## src/rtl/display_pkg.sv

```systemverilog
// Shared definitions for the display image RAM read-side path:
// geometry defaults and the scanner FSM state encoding.
package display_pkg;

    localparam int DATA_W_DEF = 54;    // pixels per RAM line
    localparam int ADDR_W_DEF = 12;    // RAM address width
    localparam int DEPTH_DEF  = 3200;  // lines per frame
    localparam int BIT_W      = 6;     // pixel-in-line counter width

    typedef enum logic [2:0] {
        ST_IDLE   = 3'd0,
        ST_FETCH  = 3'd1,
        ST_LOAD   = 3'd2,
        ST_STREAM = 3'd3,
        ST_DONE   = 3'd4
    } scan_state_t;

endpackage

```

## src/rtl/pixel_serializer.sv

```systemverilog
// Line-to-pixel serializer: holds the line being shifted out (MSB first),
// a one-line prefetch buffer, the pixel-in-line counter and the
// valid/ready output stage with the start-of-line flag.
module pixel_serializer
    import display_pkg::*;
#(
    parameter int DATA_W = DATA_W_DEF
) (
    input  logic              i_clk,
    input  logic              i_rst,
    input  logic              i_load,     // first line of a frame, straight from RAM data
    input  logic              i_adv,      // last pixel of a line accepted, move to next line
    input  logic              i_clear,    // frame finished, drop valid
    input  logic              i_nbuf_we,  // prefetched line present on i_data
    input  logic              i_ready,
    input  logic [DATA_W-1:0] i_data,
    output logic              o_pix,
    output logic              o_valid,
    output logic              o_sol,
    output logic [BIT_W-1:0]  o_bit
);

    logic [DATA_W-1:0] r_shift;
    logic [DATA_W-1:0] r_nbuf;
    logic              r_nbuf_valid;
    logic [BIT_W-1:0]  r_bit;
    logic              r_valid;
    logic              r_sol;
    logic              w_hs;

    assign w_hs = r_valid & i_ready;

    // Shift register, prefetch buffer and pixel counter; all state only moves on a handshake or a line load.
    always_ff @(posedge i_clk or posedge i_rst) begin
        if (i_rst) begin
            r_shift      <= '0;
            r_nbuf       <= '0;
            r_nbuf_valid <= 1'b0;
            r_bit        <= '0;
            r_valid      <= 1'b0;
            r_sol        <= 1'b0;
        end else if (i_clear) begin
            r_shift      <= '0;
            r_nbuf       <= '0;
            r_nbuf_valid <= 1'b0;
            r_bit        <= '0;
            r_valid      <= 1'b0;
            r_sol        <= 1'b0;
        end else begin
            if (i_load) begin
                r_shift <= i_data;
                r_bit   <= '0;
                r_valid <= 1'b1;
                r_sol   <= 1'b1;
            end else if (i_adv) begin
                // An empty prefetch buffer would mean a starved line; blank it rather than replay stale pixels.
                r_shift      <= r_nbuf_valid ? r_nbuf : '0;
                r_nbuf_valid <= 1'b0;
                r_bit        <= '0;
                r_sol        <= 1'b1;
            end else if (w_hs) begin
                r_shift <= {r_shift[DATA_W-2:0], 1'b0};
                r_bit   <= r_bit + BIT_W'(1);
                r_sol   <= 1'b0;
            end
            if (i_nbuf_we) begin
                r_nbuf       <= i_data;
                r_nbuf_valid <= 1'b1;
            end
        end
    end

    assign o_pix   = r_shift[DATA_W-1];
    assign o_valid = r_valid;
    assign o_sol   = r_sol;
    assign o_bit   = r_bit;

endmodule

```

## src/rtl/ram_scanner.sv

```systemverilog
// Read-side engine for the display image RAM: walks lines 0..DEPTH-1,
// prefetching line k+1 while line k shifts out, and streams one pixel per
// handshake toward the TFT driver with frame/line markers.
module ram_scanner
    import display_pkg::*;
#(
    parameter int DATA_W = DATA_W_DEF,
    parameter int ADDR_W = ADDR_W_DEF,
    parameter int DEPTH  = DEPTH_DEF
) (
    input  logic              i_clk,
    input  logic              i_rst,
    input  logic              i_start,
    output logic              o_busy,
    output logic              o_done,
    output logic              o_rd,
    output logic [ADDR_W-1:0] o_addr,
    input  logic [DATA_W-1:0] i_data,
    output logic              o_pix,
    output logic              o_valid,
    input  logic              i_ready,
    output logic              o_sol,
    output logic              o_sof,
    output logic              o_eof
);

    localparam logic [ADDR_W:0] L_DEPTH = (ADDR_W + 1)'(DEPTH);

    scan_state_t       r_state;
    scan_state_t       w_state_nxt;
    logic [ADDR_W-1:0] r_word;
    logic [ADDR_W-1:0] w_word_nxt;
    logic              r_rd;
    logic              w_rd_nxt;
    logic [ADDR_W-1:0] r_addr;
    logic [ADDR_W-1:0] w_addr_nxt;
    logic              r_busy;
    logic              r_done;
    logic              r_sof;
    logic              w_sof_nxt;
    logic              r_eof;
    logic              w_eof_nxt;
    logic              r_pf_d;      // prefetch read issued last cycle, data on i_data now

    logic              w_load;
    logic              w_adv;
    logic              w_clear;
    logic              w_valid;
    logic              w_hs;
    logic [BIT_W-1:0]  w_bit;
    logic              w_last_bit;
    logic              w_last_word;
    logic [ADDR_W:0]   w_word_p2;

    assign w_hs        = w_valid & i_ready;
    assign w_last_bit  = (w_bit == BIT_W'(DATA_W - 1));
    assign w_last_word = (r_word == ADDR_W'(DEPTH - 1));
    assign w_word_p2   = {1'b0, r_word} + (ADDR_W + 1)'(2);

    // Next-state, RAM request and marker decode; registers below capture these so every output is a flop.
    always_comb begin
        w_state_nxt = r_state;
        w_word_nxt  = r_word;
        w_rd_nxt    = 1'b0;
        w_addr_nxt  = r_addr;
        w_sof_nxt   = r_sof;
        w_eof_nxt   = r_eof;
        w_load      = 1'b0;
        w_adv       = 1'b0;
        w_clear     = 1'b0;
        case (r_state)
            ST_IDLE: begin
                if (i_start) begin
                    w_state_nxt = ST_FETCH;
                    w_rd_nxt    = 1'b1;
                    w_addr_nxt  = '0;
                end else begin
                    w_state_nxt = ST_IDLE;
                end
            end
            ST_FETCH: begin
                w_state_nxt = ST_LOAD;
            end
            ST_LOAD: begin
                // Line 0 arrives now; request line 1 for the first streaming cycle.
                w_state_nxt = ST_STREAM;
                w_load      = 1'b1;
                w_word_nxt  = '0;
                w_rd_nxt    = 1'b1;
                w_addr_nxt  = ADDR_W'(1);
                w_sof_nxt   = 1'b1;
                w_eof_nxt   = 1'b0;
            end
            ST_STREAM: begin
                if (w_hs) begin
                    w_sof_nxt = 1'b0;
                    if (w_last_bit) begin
                        w_eof_nxt = 1'b0;
                        if (w_last_word) begin
                            w_state_nxt = ST_DONE;
                            w_clear     = 1'b1;
                        end else begin
                            // Move to line k+1 and immediately prefetch line k+2 if it exists.
                            w_adv      = 1'b1;
                            w_word_nxt = r_word + ADDR_W'(1);
                            if (w_word_p2 < L_DEPTH) begin
                                w_rd_nxt   = 1'b1;
                                w_addr_nxt = w_word_p2[ADDR_W-1:0];
                            end else begin
                                w_rd_nxt = 1'b0;
                            end
                        end
                    end else begin
                        w_eof_nxt = w_last_word & (w_bit == BIT_W'(DATA_W - 2));
                    end
                end else begin
                    w_state_nxt = ST_STREAM;
                end
            end
            ST_DONE: begin
                w_state_nxt = ST_IDLE;
            end
            default: begin
                w_state_nxt = ST_IDLE;
            end
        endcase
    end

    // FSM state, word counter, RAM port and frame-level output registers.
    always_ff @(posedge i_clk or posedge i_rst) begin
        if (i_rst) begin
            r_state <= ST_IDLE;
            r_word  <= '0;
            r_rd    <= 1'b0;
            r_addr  <= '0;
            r_busy  <= 1'b0;
            r_done  <= 1'b0;
            r_sof   <= 1'b0;
            r_eof   <= 1'b0;
            r_pf_d  <= 1'b0;
        end else begin
            r_state <= w_state_nxt;
            r_word  <= w_word_nxt;
            r_rd    <= w_rd_nxt;
            r_addr  <= w_addr_nxt;
            r_busy  <= (w_state_nxt == ST_FETCH) || (w_state_nxt == ST_LOAD) ||
                       (w_state_nxt == ST_STREAM);
            r_done  <= (w_state_nxt == ST_DONE);
            r_sof   <= w_sof_nxt;
            r_eof   <= w_eof_nxt;
            r_pf_d  <= r_rd && (r_state == ST_STREAM);
        end
    end

    pixel_serializer #(
        .DATA_W (DATA_W)
    ) u_ser (
        .i_clk     (i_clk),
        .i_rst     (i_rst),
        .i_load    (w_load),
        .i_adv     (w_adv),
        .i_clear   (w_clear),
        .i_nbuf_we (r_pf_d),
        .i_ready   (i_ready),
        .i_data    (i_data),
        .o_pix     (o_pix),
        .o_valid   (w_valid),
        .o_sol     (o_sol),
        .o_bit     (w_bit)
    );

    assign o_busy  = r_busy;
    assign o_done  = r_done;
    assign o_rd    = r_rd;
    assign o_addr  = r_addr;
    assign o_valid = w_valid;
    assign o_sof   = r_sof;
    assign o_eof   = r_eof;

endmodule

```

## config.mk

```make
export PLATFORM = sky130hd
export DESIGN_NAME = ram_scanner
export DESIGN_NICKNAME = d
export VERILOG_FILES = /design/src/rtl/display_pkg.sv /design/src/rtl/pixel_serializer.sv /design/src/rtl/ram_scanner.sv
export SDC_FILE = /design/constraint.sdc
export NUM_CORES = 1
export LEC_CHECK = 0
export ABC_AREA = 0
export CAP_MARGIN = 20
export CORE_MARGIN = 4
export CORE_UTILIZATION = 36
export CTS_CLUSTER_SIZE = 25
export DETAILED_ROUTE_END_ITERATION = 8
export RECOVER_POWER = 100
export SLEW_MARGIN = 30
export SYNTH_ARGS = -nofsm -noshare
export SYNTH_HDL_FRONTEND = slang
export SYNTH_SLANG_ARGS = --single-unit
```

## constraint.sdc

```tcl
create_clock -name i_clk -period 12.2 [get_ports i_clk]
set_input_delay 1.83 -clock i_clk [delete_from_list [all_inputs] [get_ports i_clk]]
set_output_delay 1.83 -clock i_clk [all_outputs]
set_load 0.01 [all_outputs]
```

==> results of run 1 <==
-- layer usage --
layer | GRT usage | vias to the layer above
li1 | - | 2527
met5 | 0 | -
met3 | 0.0390 | 22
met4 | 0.0582 | 0
met1 | 0.221 | 2720
met2 | 0.273 | 180
-- synthesized netlist by cell type, types with 2 or more instances --
library cell / count / area, um2
buf_6: 4 / 45.0
ha_1: 5 / 62.6
or3_1: 2 / 12.5
a21o_1: 2 / 15.0
nand4_2: 2 / 25.0
a221o_1: 36 / 360
xnor2_1: 9 / 78.8
xor2_1: 16 / 140
buf_2: 20 / 100
nand4_1: 6 / 37.5
a31oi_1: 2 / 12.5
dfrtp_1: 150 / 3750
nor2_1: 151 / 567
o2bb2ai_2: 9 / 135
inv_1: 9 / 33.8
nand3_1: 12 / 60.1
a21oi_1: 37 / 185
o22ai_1: 2 / 12.5
and2_1: 4 / 25.0
mux2i_1: 54 / 541
nand3_2: 2 / 20.0
and3_1: 2 / 12.5
o21ai_1: 7 / 35.0
clkbuf_1: 22 / 82.6
buf_1: 6 / 22.5
nor3b_1: 2 / 15.0
and3b_1: 2 / 17.5
nand2_1: 37 / 139
nor3_1: 2 / 10.0
a222oi_1: 18 / 180
o2bb2ai_1: 2 / 17.5
o21ai_0: 20 / 100
-- worst paths after layout --
path	start	to	slack [ns]	cells after the start
setup / recovery	i_ready	u_ser.r_shift[15]	6.80	6
setup reg to reg	r_word[1]	u_ser.r_nbuf[31]	7.97	6
min in group asynchronous	i_rst	o_addr[3]	3.01	2
hold reg to reg	u_ser.r_shift[11]	u_ser.r_shift[11]	0.48	2
max in group asynchronous	i_rst	r_pf_d	7.10	2
hold / removal	u_ser.r_shift[11]	u_ser.r_shift[11]	0.48	2
-- logic make-up (layout without fill, tap and decap cells) --
| group | count (synthesis) | count (layout) | synth area share |
|---|---|---|---|
| simple gates | 240 | 240 | 0.154 |
| flops | 150 | 150 | 0.527 |
| compound gates | 144 | 144 | 0.160 |
| buf+inv | 64 | 126 | 0.0437 |
| mux | 54 | 54 | 0.0758 |
| xor+xnor | 25 | 25 | 0.0307 |
| fa+ha+maj | 5 | 5 | 0.00878 |
-- sequential cells by signal (all words and copies together), names as in the netlist --
name / count
u_ser.r_nbuf: 54
u_ser.r_shift: 54
o_addr: 12
r_word: 12
u_ser.o_bit: 6
r_state: 3
o_busy: 1
o_done: 1
o_eof: 1
o_rd: 1
o_sof: 1
r_pf_d: 1
u_ser.o_sol: 1
u_ser.o_valid: 1
u_ser.r_nbuf_valid: 1
-- worst reg2reg max path, cell delays in order, from the launching register on --
cell and delay, ns:
dfrtp_1 0.60, ha_1 0.39, nor4b_2 0.34, nand4_2 0.26, nor2_4 0.16, clkbuf_1 2.06, nor2_1 0.19
-- power by group --
part / internal [uW] / leakage, uW / switching, uW
Sequential: 557 / 0.00197 / 43.5
Clock: 317 / 0.000288 / 202
Combinational: 69.2 / 0.00148 / 67.5
Total: 943 / 0.00374 / 313
-- stage by stage --
| step | worst slack, ns | instances | utilization | area (um2) | hold WS, ns |
|---|---|---|---|---|---|
| 6_report | 6.80 | 1009 | 0.441 | 8590 | 0.480 |
| 5_1_grt | 6.37 | 1009 | 0.441 | 8590 | 0.507 |
| 4_1_cts | 8.37 | 1007 | 0.442 | 8610 | 0.489 |
| 3_5_place_dp | 7.93 | 975 | 0.412 | 8030 | 0.473 |
| 3_3_place_gp | 8.02 | 975 | 0.412 | 8030 | 0.463 |
| 2_1_floorplan | 6.33 | 682 | - | 7130 | 0.449 |
-- cell type report --
cell class | instances | area (um2) | share of cell area
clock buffer | 24 | 482 | 0.0561
clock inverter | 8 | 97.6 | 0.0114
inverter | 9 | 35.0 | 0.00408
multi-input combinational | 468 | 3050 | 0.355
sequential | 150 | 3760 | 0.437
tap | 265 | 332 | 0.0386
timing repair buffer | 85 | 836 | 0.0973
==> impl_metrics.yaml, run 1 <==
timing:
  hold_viol: 0
  period_share: 0.443
  rsz0062_at_grt: "false"
  fmax_mhz: 185
  fin_setup_tns_ns: 0
  clock_skew_ns: 0.00946
  drv_slew: 206
  fin_crit_ns: 5.40
  setup_viol: 0
  tightest_slew_ns: 3.82
  relSlewSlack: -1.56
synth:
  yosysWarnings: 0
  synth_nets: 745
  synthArstFlopShare: 1.00
  ys_seq_elements: 150
  synth_area_per_cell_um2: 10.5
  yosys_most_used_dff: "dfrtp_1"
  synthDistinctLibCells: 60
  syn-cell-area_um2: 7130
  syn-instance-count: 682
  synth_seq_area_share: 0.527
  synth-edff-count: 0
routing:
  post-route-drc-count: 0
  drt-vias-per-instance: 5.40
  top_layer_used: "met4"
  drt-met1-wl_mm: 8.16
  dr.pass1.iters: 6
  vias: 5449
  wl_met3_um: 950
  antenna_left: 0
  routed_wl_mm: 18.1
  first_iter_violations: 521
  wire_per_inst_um: 17.9
  routed-wl-met2_mm: 8.71
layout:
  finalNetCount: 794
  n_fill_cell: 1850
  area_growth_pct: 20.5
  final_cell_mix: "nor2_1 (151), dfrtp_1 (149), clkdlybuf4s50_1 (55)"
  antenna_cells: 0
  drive_above_1_share: 0.0753
  layout_commonest_cell: "nor2_1"
cts:
  ctsResizeCount: 0
  cts-buffers-inserted: 17
  clk_path_buf_depth: 2
  clk_pin_slew_worst_paths_ns: 0.06
  clkLatencyLatePin_ns: 0.43
  cts_sinks: 150
  cts_root_buffer: "clkbuf_16"
  post_cts_buffers: 0
  htreeDepth: 4
  cts_hold_buf: 0
  cts_tree: "built"
floorplanning:
  dieArea_um2: 22100
  die_w_um: 149
  rows: 51
  start_util: 0.366
  die_y_um: 149
  ios: 78
  coreArea_um2: 19500
placed_design:
  dp_hpwl_mm: 10.8
  io_buffers: 77
  globalplace.congestion: 0.926
global_routing:
  grt_pass1_wl_mm: 29.6
  grt_pass1_vias: 5663
  antenna_found_initial: 0
  grt_max_degree: 87
  grt.overflow.total: 0
  grt_usage: 0.168
critical_path:
  critPathMaxStageDelay_ns: 1.17
  crit_buf_inv: 2
  crit_path_cell_trace: "dlygate4sd3_1 > and2_0 > nor2_1 > nor2_1 > clkbuf_1 > a221o_1"
  crit_path_top_delay_cell: "nor2_1"
  path_class: "input pin to flop"
  cp-start-kind: "input pin"
  cp-end-kind: "flop"
  crit_arrival_ns: 5.71
  cp.required_ns: 12.50
  cp_max_fo: 23
  cp_common_cell: "nor2_1"
  crit_family: "simple AND/OR/NAND/NOR gates"
pwr:
  ir_worst_vdd_uv: 118
  power.static_leakage_uw: 0.00374
  p_per_area_nw_per_um2: 146
  power_uw: 1260
outcome:
  violations: "capacitance limit, slew limit"
  status: "finished with violations"
job:
  cap_violations: 4
worst_hold_path:
  hp-class: "flop to flop"
Power figures use the tool's default switching activity.
==> run 2, diff against run 1 <==
Clock period 12.2 ns to 4.9 ns, I/O delays scaled along.
==> impl_metrics.yaml, run 2 (same netlist as run 1, synthesis figures left out) <==
floorplanning:
  dieArea_um2: 22100
  ios: 78
  die_w_um: 149
  start_util: 0.366
  coreArea_um2: 19500
  rows: 51
  die_y_um: 149
routing:
  vias: 5504
  post-route-drc-count: 0
  wire_per_inst_um: 18.0
  dr.pass1.iters: 6
  antenna_left: 0
  drt-vias-per-instance: 5.45
  first_iter_violations: 513
  routed_wl_mm: 18.2
timing:
  setup_viol: 0
  tightest_slew_ns: 2.14
  relSlewSlack: -0.424
  clock_skew_ns: 0.00623
  hold_viol: 0
  rsz0062_at_grt: "false"
  fin_crit_ns: 3.58
  fmax_mhz: 279
  period_share: 0.731
  drv_slew: 55
  fin_setup_tns_ns: 0
worst_hold_path:
  min_path_cells: 1
  hp-class: "flop to flop"
pwr:
  p_int_uw: 2290
  ir_worst_vdd_uv: 225
  pwr-share-comb: 0.113
  swShare: 0.250
  power_frac_seq: 0.490
  p_sw_uw: 762
  p_per_area_nw_per_um2: 356
  power.static_leakage_uw: 0.00373
  clkPwrFrac: 0.397
layout:
  finalNetCount: 797
  layout_commonest_cell: "nor2_1"
  n_fill_cell: 1824
  finalCoreUtilization: 0.441
  drive_above_1_share: 0.0685
  antenna_cells: 0
  area_growth_pct: 20.3
  multiInputGateArea_um2: 3030
  final_cell_mix: "nor2_1 (150), dfrtp_1 (149), clkdlybuf4s50_1 (55)"
  reg_top3: "u_ser.r_nbuf (54), u_ser.r_shift (54)"
  seqCellArea_um2: 3760
global_routing:
  gr-usage-met2: 0.278
  grt.overflow.total: 0
  grt_util_met1: 0.225
  top_usage_layer: "met2"
  antenna_found_initial: 0
  grt_pass1_vias: 5838
  met3_usage: 0.0378
  grt_pass1_wl_mm: 30.3
  grt_usage: 0.170
  grt_max_degree: 85
cts:
  cts_tree: "built"
  clkLatencyLatePin_ns: 0.42
  htreeDepth: 4
  cts-buffers-inserted: 17
  post_cts_buffers: 0
  cts_hold_buf: 0
  cts_root_buffer: "clkbuf_16"
  cts_sinks: 150
  ctsResizeCount: 0
  clk_pin_slew_worst_paths_ns: 0.06
  clk_path_buf_depth: 2
placed_design:
  dp_hpwl_mm: 11.1
  io_buffers: 77
  globalplace.congestion: 0.881
outcome:
  status: "finished with violations"
  violations: "capacitance limit, slew limit"
critical_path:
  crit_path_top_delay_cell: "clkbuf_1"
  path_class: "input pin to flop"
  crit_path_cell_trace: "dlygate4sd3_1 > nand2_1 > clkbuf_1 > a31oi_1 > nand4b_1 > o2bb2ai_1"
  cp_max_fo: 38
  crit_arrival_ns: 3.85
  cp.required_ns: 5.17
  reg2reg_depth: 7
  cp-start-kind: "input pin"
  cp-end-kind: "flop"
  critPathMaxStageDelay_ns: 1.51
job:
  cap_violations: 2
## run 2: power groups by stage
stage / clock network, uW / logic [uW] / registers [uW]
finish: 1210 / 346 / 1500
global route: 1280 / 395 / 1510
CTS: 1230 / 355 / 1490
detailed placement: 0 / 355 / 1510
global placement: 0 / 340 / 1510
floorplan: 0 / 239 / 1470
## run 2: through the flow
stage | instance area [um2] | total power (uW) | cells | setup WS, ns | hold WS, ns
CTS | 8570 | 3080 | 1006 | 1.89 | 0.491
floorplan | 7130 | 1710 | 682 | 0.129 | 0.449
global placement | 8040 | 1850 | 977 | 1.87 | 0.464
global route | 8580 | 3190 | 1009 | 1.03 | 0.515
detailed placement | 8040 | 1870 | 977 | 1.82 | 0.473
finish | 8580 | 3050 | 1009 | 1.32 | 0.476
## run 2: final cells by class
class / count / area share
inverters: 9 / 0.00452
clock buffers: 25 / 0.0566
flip-flops and latches: 150 / 0.438
repair buffers: 88 / 0.104
multi-input cells: 468 / 0.353
clock inverters: 4 / 0.00554
well taps: 265 / 0.0387
## run 2: worst max-delay path, delay by kind of cell
| kind | cells | cell delay (ns) |
|---|---|---|
| AO/OA/AOI/OAI | 2 | 0.34 |
| buffers and inverters | 2 | 2.06 |
| AND/OR/NAND/NOR | 2 | 0.71 |
## run 2: final timing paths
kind                             from               end  slack (ns)
min in group asynchronous       i_rst         o_addr[3]        0.96
max in group asynchronous       i_rst            r_pf_d        1.96
setup reg to reg            r_word[1]  u_ser.r_nbuf[36]        1.48
hold / removal             o_addr[11]        o_addr[11]        0.48
hold reg to reg            o_addr[11]        o_addr[11]        0.48
setup / recovery              i_ready        o_addr[10]        1.32
## run 2: routing by layer
metal,up-vias,wire length [um]
li1,2523,-
met2,195,8770
met5,-,0
met3,29,1020
met4,0,296
met1,2757,8080
==> run 3, diff against run 2 <==
Clock period 4.9 ns to 3.2 ns, I/O delays scaled along.
==> impl_metrics.yaml, run 3 (same netlist as run 1, synthesis figures left out) <==
floorplanning:
  ios: 78
  die_w_um: 149
  start_util: 0.366
  dieArea_um2: 22100
  die_y_um: 149
  coreArea_um2: 19500
  rows: 51
global_routing:
  antenna_found_initial: 0
  grt_pass1_vias: 5769
  grt_usage: 0.168
  grt.overflow.total: 0
  grt_max_degree: 68
  grt_pass1_wl_mm: 30.0
layout:
  reg_top3: "u_ser.r_nbuf (54), u_ser.r_shift (54)"
  layout_commonest_cell: "nor2_1"
  final_cells: 1017
  area_growth_pct: 21.9
  finalNetCount: 803
  seqCellArea_um2: 3760
  finalCoreUtilization: 0.447
  multiInputGateArea_um2: 3010
  antenna_cells: 0
  drive_above_1_share: 0.0811
  final_cell_mix: "nor2_1 (150), dfrtp_1 (149), clkdlybuf4s50_1 (56)"
  n_fill_cell: 1824
pwr:
  swShare: 0.247
  p_per_area_nw_per_um2: 567
  power.static_leakage_uw: 0.00380
  pwr-share-comb: 0.107
  power_uw: 4930
  power_frac_seq: 0.464
  p_int_uw: 3710
  p_sw_uw: 1210
  clkPwrFrac: 0.429
  ir_worst_vdd_uv: 463
routing:
  drt-vias-per-instance: 5.36
  post-route-drc-count: 0
  first_iter_violations: 458
  vias: 5455
  dr.pass1.iters: 5
  wire_per_inst_um: 17.8
  routed_wl_mm: 18.1
  antenna_left: 0
timing:
  period_share: 0.858
  rsz0062_at_grt: "false"
  fmax_mhz: 364
  fin_setup_tns_ns: 0
  fin_crit_ns: 2.75
  drv_slew: 68
  relSlewSlack: -0.0130
  setup_viol: 0
  hold_viol: 0
  clock_skew_ns: 0.0111
  tightest_slew_ns: 1.52
cts:
  post_cts_buffers: 0
  htreeDepth: 4
  ctsResizeCount: 0
  cts-buffers-inserted: 17
  cts_hold_buf: 0
  clk_path_buf_depth: 2
  clk_pin_slew_worst_paths_ns: 0.06
  cts_tree: "built"
  cts_root_buffer: "clkbuf_16"
  cts_sinks: 150
  clkLatencyLatePin_ns: 0.42
critical_path:
  path_class: "flop to flop"
  cp-start-kind: "flop"
  cp.required_ns: 3.44
  timing.rr.end: "r_word[10]"
  r2r_start: "r_word[1]"
  cp-end-kind: "flop"
  reg2reg_depth: 7
  startpoint: "r_word[1]"
  crit_path_cell_trace: "ha_1 > nor4b_1 > and4_4 > o21ai_0 > nand3_1 > xor2_1 > nor2_1"
  ff2ff_setup_slack_ns: 0.45
  crit_arrival_ns: 2.98
  cp_max_fo: 10
  critPathMaxStageDelay_ns: 0.60
  crit_path_top_delay_cell: "dfrtp_1"
  crit_path_end: "r_word[10]"
worst_hold_path:
  min_path_cells: 1
  min_from: "o_sof"
  hp-class: "flop to flop"
outcome:
  status: "finished with violations"
  violations: "capacitance limit, slew limit"
placed_design:
  dp_cells: 986
  dp_hpwl_mm: 11.6
  io_buffers: 77
  globalplace.congestion: 0.874
job:
  cap_violations: 1
run 3: cell types whose count changed in the layout (fill, tap and decap cells not counted), moves of 2 or more:
cell	delta
buf_12	+4
buf_16	-2
buf_4	+2
bufinv_16	+3
clkbuf_1	-4
clkbuf_2	+2
clkbuf_8	-2
nand4_1	-2
o2bb2ai_1	+7
o2bb2ai_2	-7
run 3: how the worst min path moves through the flow:
stage	end	slack [ns]
detailed placement	u_ser.r_shift[26]	0.47
global placement	u_ser.r_shift[2]	0.46
floorplan	u_ser.r_shift[19]	0.45
global route	o_addr[3]	0.50
CTS	o_addr[2]	0.47
finish	o_sof	0.48
run 3: worst max-delay path, delay by kind of cell (launching register included):
family	cells	cell delay (ns)
AND/OR/NAND/NOR	4	1.06
adder cells (fa/ha/maj)	1	0.39
XOR/XNOR	1	0.20
AO/OA/AOI/OAI	1	0.33
flip-flops	1	0.60
run 3: final cells by class:
cell class / count / share of cell area
clock buffer: 19 / 0.0510
clock inverter: 12 / 0.0203
inverter: 9 / 0.00403
multi-input combinational: 468 / 0.346
sequential: 150 / 0.432
tap: 265 / 0.0381
timing repair buffer: 94 / 0.108
run 3: metal layers:
metal / up-vias / GRT usage / wire length, um
li1: 2553 / - / -
met1: 2750 / 0.224 / 8250
met2: 138 / 0.281 / 8790
met3: 14 / 0.0381 / 871
met4: 0 / 0.0406 / 212
met5: - / 0 / 0
run 3: power groups by stage:
| stage | sequential (uW) | combinational (uW) | clock (uW) |
|---|---|---|---|
| floorplan | 2260 | 367 | 0 |
| global placement | 2300 | 526 | 0 |
| detailed placement | 2310 | 555 | 0 |
| CTS | 2280 | 556 | 2160 |
| global route | 2310 | 607 | 2240 |
| finish | 2280 | 529 | 2110 |
run 3: stage by stage:
stage                     hold WS, ns  cell area [um2]  worst slack (ns)
after floorplan                 0.449             7130             0.831
after global placement          0.464             8160             0.623
after detailed placement        0.475             8180             0.622
after CTS                       0.474             8800             0.608
after global routing            0.498             8690             0.248
final                           0.475             8690             0.454
==> RTL change, RTL diff (flow settings as in run 2) <==
The package constant `DATA_W_DEF` goes from 54 to 27.
--- a/src/rtl/display_pkg.sv
+++ b/src/rtl/display_pkg.sv
@@ -2,7 +2,7 @@
 // geometry defaults and the scanner FSM state encoding.
 package display_pkg;
 
-    localparam int DATA_W_DEF = 54;    // pixels per RAM line
+    localparam int DATA_W_DEF = 27;    // pixels per RAM line
     localparam int ADDR_W_DEF = 12;    // RAM address width
     localparam int DEPTH_DEF  = 3200;  // lines per frame
     localparam int BIT_W      = 6;     // pixel-in-line counter width
Interface: changed (resized i_data); port bits go from 78 to 51. No check against the original RTL was run, so the function may have changed too.
==> RTL change against run 2 <==
Synthesized area is 33% lower. Largest power group unchanged. Critical endpoint is now r_word[3]. Sequential cell count is 54 lower. Register-to-register slack worse by 0.11 ns. Wire length is 38% lower. The run still ends with max-capacitance violations, max-slew violations left. Design area is 35% lower. Worst hold slack better by 0.0095 ns. Highest routed layer unchanged. Total power is 29% lower. Setup slack worse by 0.038 ns.
==> RTL change: results <==
[min_path]
min_from = "o_sof"
worst_hold_path.endpoint = "o_sof"
worstHoldPathCells = 2
hold_class = "reg2reg"

[yosys]
synth_top_cells_by_count = "96 x dfrtp_1, 61 x nor2_1, 36 x o21ai_0, 34 x a21oi_1, 30 x mux2i_1"
synth.area.top_cells = "dfrtp_1 50%, mux2i_1 6.3%, nor2_1 4.8%"
synth_nets = 506
synthArstFlopShare_pct = 100
seq_area_frac_synth_pct = 50.3
yosysUniqueCellTypes = 46

[placed_design]
dp_hpwl_um = 7250
place_ws_ns = 1.63
port_buffers = 50
placed_area_mm2 = 0.00534
gp_congestion = 0.838

[power_and_ir_drop]
power_switching_uw = 597
power_leakage_uw = 0.00229
peakVddDrop_mv = 0.179

[run]
maxCapViolCount = 3

[routing]
drtPass1Iterations = 4
drtIter0Drc = 189
num_vias = 3674
drt_wl_total_um = 11300
ant_nets = 0

[timing]
worst_slew_pin_slew_ns = 3.00
maxSlewViolCount = 135
skew_ns = 0.00587

[finish]
layout-drive-gt1-share_pct = 8.12
fin_nets = 536
largestRegisters = "u_ser.r_nbuf (27), u_ser.r_shift (27)"
antenna_cells = 0
nFillCells = 1279

[critical_path]
reg2reg_depth = 7
crit_path_max_fanout = 32
ff2ff_setup_slack_ns = 1.37
cpPeakStageDelay_ns = 1.11
reg2reg_to = "o_addr[9]"
crit_arrival_ns = 3.83
r2r-start = "r_word[2]"

[clock_network]
cts.clk_slew.worst_paths_ns = 0.06
post_cts_resized = 0
clk_latency_ns = 0.35
root_buffer = "clkbuf_16"
cts_setup_buffers = 0
cts_max_path_buffers = 2
ctsHtreeMaxLevel = 3
cts_made_buffers = 9

[global_routing]
grt_max_degree = 69
antenna_found_initial = 0
grtUsageTotal_pct = 15.9
grt_pass1_wl_um = 19000

[run_status]
violations = "max-capacitance violations, max-slew violations"
status = "complete, but fails checks"
[RTL change: cell types whose count changed after synthesis, moves of 16 or more]
cell,delta
a221o_1,-35
a222oi_1,-18
dfrtp_1,-54
mux2i_1,-24
nand2_1,-19
o21ai_0,+16
a22oi_1,+26
o22ai_1,+24
nor2_1,-90
[RTL change: metrics by stage]
stage | hold WS [ns] | std cells | total power (uW) | utilization, %
2_1_floorplan | 0.448 | 470 | 1330 | -
6_report | 0.485 | 677 | 2160 | 43.7
3_5_place_dp | 0.475 | 661 | 1460 | 41.6
3_3_place_gp | 0.468 | 661 | 1440 | 41.6
5_1_grt | 0.514 | 677 | 2290 | 43.7
4_1_cts | 0.496 | 677 | 2190 | 44.0
[RTL change: how the worst max path moves through the flow]
stage	slack, ns	cells after the start	to	from
5_1_grt	0.88	3	o_busy	i_rst
3_3_place_gp	1.66	7	o_addr[3]	i_ready
3_5_place_dp	1.63	7	o_addr[1]	i_ready
6_report	1.28	8	r_word[3]	i_ready
4_1_cts	1.85	7	o_addr[1]	r_word[2]
2_1_floorplan	1.66	1	o_addr[0]	i_rst
[RTL change: power groups by stage]
stage	Sequential (uW)	Combinational, uW	Clock, uW
3_5_place_dp	1100	362	0
5_1_grt	1110	403	771
3_3_place_gp	1100	348	0
2_1_floorplan	1070	259	0
6_report	1090	352	716
4_1_cts	1090	363	739
[RTL change: routing by layer]
layer  wire (um)  global-route usage [%]
met4         180                    4.78
met1        5380                    21.9
met5           0                       0
met3         490                    4.07
met2        5230                    24.8
[RTL change: worst max-delay path: cells and delay by family]
kind	cells	cell delay (ns)
AO/OA/AOI/OAI	1	0.57
XOR/XNOR	1	0.17
buffers and inverters	2	1.69
AND/OR/NAND/NOR	4	0.67
[RTL change: cells by family after synthesis]
logic type / count (synthesis) / synth area share, %
and+or+nand+nor: 132 / 13.7
AOI/OAI and AO/OA: 131 / 16.5
DFF: 96 / 50.3
buffers and inverters: 45 / 4.95
muxes: 41 / 9.52
xor gates and xnor gates: 20 / 3.67
adders and majority gates: 5 / 1.31
[RTL change: layout make-up]
cell class,instances,area share (%)
tap,172,3.84
sequential,96,42.9
clock buffer,11,4.33
timing repair buffer,58,9.75
clock inverter,5,1.00
inverter,6,0.424
multi-input combinational,329,37.8
